$ cat config.mk
export PLATFORM = sky130hd
export DESIGN_NAME = seg_display_driver
export DESIGN_NICKNAME = d
export VERILOG_FILES = /design/src/rtl/seg_display_driver.sv
export SDC_FILE = /design/constraint.sdc
export NUM_CORES = 1
export LEC_CHECK = 0
export ABC_AREA = 1
export CAP_MARGIN = 20
export CORE_UTILIZATION = 30
export CTS_CLUSTER_SIZE = 12
export DETAILED_ROUTE_END_ITERATION = 10
export GPL_ROUTABILITY_DRIVEN = 0
export SYNTH_ARGS = -nofsm -noshare
export SYNTH_HDL_FRONTEND = slang
export SYNTH_SLANG_ARGS = --single-unit
$ cat constraint.sdc
create_clock -name clk -period 2.95 [get_ports clk]
set_input_delay 0.4425 -clock clk [delete_from_list [all_inputs] [get_ports clk]]
set_output_delay 0.4425 -clock clk [all_outputs]
set_load 0.01 [all_outputs]
$ cat src/rtl/seg_display_driver.sv
// Multi-digit seven-segment driver: captures a value on load, converts it to BCD with a
// sequential double-dabble engine (decimal) or splits it into nibbles (hex), and updates
// all active-low digit patterns together in the COMMIT cycle.
module seg_display_driver #(
  parameter int unsigned NUM_DIGITS = 4,
  parameter int unsigned DATA_W     = 14
) (
  input  logic                    clk,
  input  logic                    reset,
  input  logic                    load,
  input  logic [DATA_W-1:0]       value,
  input  logic                    hex_mode,
  input  logic                    blank_lz,
  output logic                    busy,
  output logic                    done,
  output logic                    overflow,
  output logic [7*NUM_DIGITS-1:0] seg_out
);

  localparam int unsigned HEX_W   = 4 * NUM_DIGITS;
  localparam int unsigned SEG_W   = 7 * NUM_DIGITS;
  localparam int unsigned EXT_W   = (DATA_W > HEX_W) ? DATA_W : HEX_W;
  localparam int unsigned CNT_W   = (DATA_W > 1) ? $clog2(DATA_W) : 1;
  localparam int unsigned DEC_MAX = 32'((10 ** NUM_DIGITS) - 1);

  localparam logic [6:0] SEG_ZERO  = 7'b1000000;
  localparam logic [6:0] SEG_DASH  = 7'b0111111;
  localparam logic [6:0] SEG_BLANK = 7'b1111111;

  typedef enum logic [1:0] {
    IDLE   = 2'd0,
    SHIFT  = 2'd1,
    COMMIT = 2'd2
  } state_t;

  state_t              state_q, state_d;
  logic [CNT_W-1:0]    cnt_q;
  logic [DATA_W-1:0]   val_q;
  logic [DATA_W-1:0]   bin_q;
  logic [HEX_W-1:0]    bcd_q;
  logic                hex_q;
  logic                blank_q;

  logic                accept_c;
  logic [HEX_W-1:0]    bcd_adj_c;
  logic [EXT_W-1:0]    val_ext_c;
  logic [HEX_W-1:0]    digits_c;
  logic                ovf_c;
  logic                seen_c;
  logic [3:0]          nib_c;
  logic [SEG_W-1:0]    seg_c;

  // Active-low gfedcba glyph for one nibble
  function automatic logic [6:0] glyph(input logic [3:0] n);
    logic [6:0] g;
    case (n)
      4'h0:    g = 7'b1000000;
      4'h1:    g = 7'b1111001;
      4'h2:    g = 7'b0100100;
      4'h3:    g = 7'b0110000;
      4'h4:    g = 7'b0011001;
      4'h5:    g = 7'b0010010;
      4'h6:    g = 7'b0000010;
      4'h7:    g = 7'b1111000;
      4'h8:    g = 7'b0000000;
      4'h9:    g = 7'b0010000;
      4'hA:    g = 7'b0001000;
      4'hB:    g = 7'b0000011;
      4'hC:    g = 7'b1000110;
      4'hD:    g = 7'b0100001;
      4'hE:    g = 7'b0000110;
      default: g = 7'b0001110;
    endcase
    return g;
  endfunction

  assign accept_c = (state_q == IDLE) && load;

  // State register
  always_ff @(posedge clk) begin
    if (reset) state_q <= IDLE;
    else       state_q <= state_d;
  end

  // Next-state logic: decimal goes through DATA_W shift cycles, hex commits directly
  always_comb begin
    state_d = state_q;
    case (state_q)
      IDLE:    if (load) state_d = hex_mode ? COMMIT : SHIFT;
      SHIFT:   if (cnt_q == CNT_W'(DATA_W - 1)) state_d = COMMIT;
      COMMIT:  state_d = IDLE;
      default: state_d = IDLE;
    endcase
  end

  // Add-3 correction applied to every BCD nibble before each shift
  always_comb begin
    bcd_adj_c = bcd_q;
    for (int k = 0; k < int'(NUM_DIGITS); k++) begin
      if (bcd_q[4*k +: 4] >= 4'd5) bcd_adj_c[4*k +: 4] = bcd_q[4*k +: 4] + 4'd3;
    end
  end

  // Digit source selection and overflow detection for the captured value
  always_comb begin
    val_ext_c = EXT_W'(val_q);
    digits_c  = hex_q ? val_ext_c[HEX_W-1:0] : bcd_q;
    ovf_c     = hex_q ? (|(val_ext_c >> HEX_W)) : (32'(val_q) > DEC_MAX);
  end

  // Glyph generation with leading-zero blanking scanned from the top digit down
  always_comb begin
    seg_c  = '0;
    seen_c = 1'b0;
    nib_c  = 4'd0;
    for (int k = int'(NUM_DIGITS) - 1; k >= 0; k--) begin
      nib_c = digits_c[4*k +: 4];
      if ((nib_c != 4'd0) || (k == 0)) seen_c = 1'b1;
      if (ovf_c)                     seg_c[7*k +: 7] = SEG_DASH;
      else if (blank_q && !seen_c)   seg_c[7*k +: 7] = SEG_BLANK;
      else                           seg_c[7*k +: 7] = glyph(nib_c);
    end
  end

  // Capture, double-dabble shifting and registered outputs
  always_ff @(posedge clk) begin
    if (reset) begin
      busy     <= 1'b0;
      done     <= 1'b0;
      overflow <= 1'b0;
      seg_out  <= {NUM_DIGITS{SEG_ZERO}};
      cnt_q    <= '0;
      val_q    <= '0;
      bin_q    <= '0;
      bcd_q    <= '0;
      hex_q    <= 1'b0;
      blank_q  <= 1'b0;
    end else begin
      busy <= (state_d != IDLE);
      done <= (state_d == COMMIT);
      if (accept_c) begin
        val_q   <= value;
        bin_q   <= value;
        hex_q   <= hex_mode;
        blank_q <= blank_lz;
        bcd_q   <= '0;
        cnt_q   <= '0;
      end else if (state_q == SHIFT) begin
        bcd_q <= {bcd_adj_c[HEX_W-2:0], bin_q[DATA_W-1]};
        bin_q <= bin_q << 1;
        cnt_q <= cnt_q + CNT_W'(1);
      end
      if (state_q == COMMIT) begin
        seg_out  <= seg_c;
        overflow <= ovf_c;
      end
    end
  end

endmodule

==> results.md <==
* Peak supply drop at 0.0002497 V
* Overflow after GRT at 0
* CP bufs+invs at 1
* Clk buf depth at 2
* Crit Path Category: reg2reg
* Critical path, cell by cell: o21ai_0 -> inv_1 -> ha_1 -> nand3_1 -> nor2_1 -> nand2_1 -> nand2_2 -> nor2_1 -> nor2_1
* Final setup viols at 0
* Initial DRC Count at 315
* H-Tree Depth at 3
* CTS sink count at 83
* Cts bufs inserted at 9
* Root Buffer: clkbuf_16
* Hold Path Origin: bcd_q[11]$_SDFFE_PP0P_
* Measured slew at the worst slew-check pin at 0.6837 ns
* Final Instance Count excl. Fillers at 954
* CP top delay family: simple AND/OR/NAND/NOR gates
* Sw Pwr at 813.3 uW
* Cell Area, Synth at 4727 um2
* Synth Net Count at 750
* Slack of the critical path at 0.7823 ns
* # fillers at 1643
* Cell taking the most area after synthesis: dfxtp_1
* Fin area at 5692 um2
* CP Data Required Time at 3.18 ns
* GRT Total Usage at 14.78%
* Placeable Area at 15310 um2
* FP Rows at 45
* Ratio of total power to cell area at 498.8 nW/um2
* Layout cells sized above 1 at 6.999%
* CTS tree: yes
* Dpl cells at 939
* Critical Path AT at 2.40 ns
* Reg2reg start: hex_q$_SDFFE_PP0P_
* Static leakage at 0.002523 uW
* First-pass GRT wire length at 19090 um
* Vias per cell at 4.612
* WL/cell at 12.16 um
* Final Hold Fails at 0
* Startpoint Class: flop
* Dpl hpwl at 8375 um
* Via Count at 4400
* # IOs at 50
* Placement Setup Slack at 0.8029 ns
* Switching Fraction at 28.65%
* Top cells by count, synth: nand2_1, dfxtp_1, o21ai_0
* Top cell type's share of synthesized area at 35.15%
* Max Fanout on Critical Path at 12
* Synth unique cells at 31
* Top cells by area, synth: dfxtp_1, nand2_1, ha_1, o21ai_0, a21oi_1
* Post-Route WL at 11600 um
* Count leader, synth: nand2_1
* # diodes at 0
* Largest net degree at the start of global routing at 31
* Hold buffers post-CTS at 0
* Final Power at 2839 uW
* Skew-Pair Late Insertion Delay at 0.34 ns
* CP startpoint: hex_q$_SDFFE_PP0P_
* Cell mode on critical path: nor2_1
* Comb power frac at 17.2%
* CTS clk-pin slew, worst paths at 0.06 ns
* Initial Util at 30.87%
* Nets@finish at 792
* Tmin final at 2.168 ns
* # DRC at 0
* Slowest cell on crit path: o21ai_0
* FFs w/ async S/R, synth at 0%
* Slew Limit Fails at 0
* Critical path's largest stage delay at 0.54 ns
* Internal Pwr Total at 2026 uW
* Via count of the first global-routing pass at 3903
* Yosys reg bits at 83
* Min-Delay Path Class: reg2reg
* Sequential share of power at 43.1%
* Tcrit/Tclk final at 73.48%
* Post-synth EDFFs at 0
* Sequential element share of the synthesized area at 35.15%
* Die Width at 127.5 um
* PortBufs at 49
* Status: complete, no violations
* Fmax at 461.3 MHz
* Cell count after synthesis at 697
* Initial antenna violation count at 0
* Die area at 16260 um2
* Die extent in y at 127.5 um
* First-pass iteration count of the detailed router at 5
* Area grow syn2layout at 20.41%
* # Post-CTS Setup Buffers at 0
* Unrepaired setup endpoints after global routing: false
* Antenna Violating Nets Remaining at 0
* Worst Skew at 0.007171 ns
* Max Cap Violations at 0
* Clock power frac at 39.8%
* # resized after CTS at 0
* Worst rel slew slack at 53.94%
* Crit. End Element: flop
* Post-synth top flop: dfxtp_1
* Area post-placement at 5400 um2
* Yosys warnings at 0
* Setup TNS at 0 ns
* Mapped Avg Cell Area at 6.782 um2
cells by family after synthesis:
logic type	synth area share, %
buffers and inverters	9.264
AO/OA/AOI/OAI	17.68
XOR/XNOR	1.668
AND/OR/NAND/NOR	27.24
flip-flops	35.15
adder cells (fa/ha/maj)	9.000
per-stage QoR:
| stage | util (%) | hold slack, ns |
|---|---|---|
| 2_1_floorplan | - | 0.4187 |
| 3_3_place_gp | 35.26 | 0.4613 |
| 3_5_place_dp | 35.26 | 0.4650 |
| 4_1_cts | 37.17 | 0.4794 |
| 5_1_grt | 37.17 | 0.4959 |
| 6_report | 37.17 | 0.4813 |
power groups by stage:
stage | clock network, uW | logic, uW | registers [uW]
after CTS | 1160 | 487 | 1220
final | 1130 | 488 | 1220
after global routing | 1200 | 553 | 1230
after global placement | 0 | 484 | 1250
after detailed placement | 0 | 485 | 1250
after floorplan | 0 | 327 | 1250
registers in the layout, summed over array words and instances, names as in the netlist, 2 cells and up:
name     flops
cnt_q        4
bin_q       14
val_q       14
state_q      2
seg_out     28
bcd_q       16
cells in the final DEF, fill, tap and decap left out, drive strengths merged, types with 2 or more instances in the layout:
master,netlist,final
a21oi,58,58
a31oi,2,2
buf,18,10
clkbuf,10,9
clkdlybuf4s50,0,49
clkinv,0,4
dfxtp,83,83
ha,34,34
inv,75,76
nand2,178,178
nand3,51,51
nand4,2,2
nor2,76,76
o21ai,84,84
o22ai,12,12
xnor2,2,2
xor2,7,7
metal layers:
layer / wire, um / track usage, %
met1: 6118 / 21.22
met2: 4843 / 22.21
met3: 493 / 3.057
met4: 142 / 4.062
met5: 0 / 0
worst reg2reg max path, delay by kind of cell (launching register included):
family,cells,cell delay (ns)
DFF,1,0.43
buffers and inverters,1,0.21
and+or+nand+nor,6,0.60
adders and majority gates,1,0.29
AOI/OAI and AO/OA,1,0.54
cell type report:
cell class	count	area, um2	share of cell area (%)
Clock buffer	9	225.2	3.957
Clock inverter	6	66.31	1.165
Inverter	75	281.5	4.946
Multi-Input combinational cell	511	2628	46.16
Sequential cell	83	1662	29.19
Tap cell	211	264.0	4.638
Timing Repair Buffer	59	565.5	9.936
final timing paths:
kind | to | slack, ns | cells after the start
max | seg_out[11]$_SDFFE_PP0N_ | 0.78 | 9
min | bcd_q[11]$_SDFFE_PP0P_ | 0.48 | 2
max reg2reg | seg_out[11]$_SDFFE_PP0N_ | 0.78 | 9
min reg2reg | bcd_q[11]$_SDFFE_PP0P_ | 0.48 | 2
No activity file was read; power rests on OpenSTA's default activity.
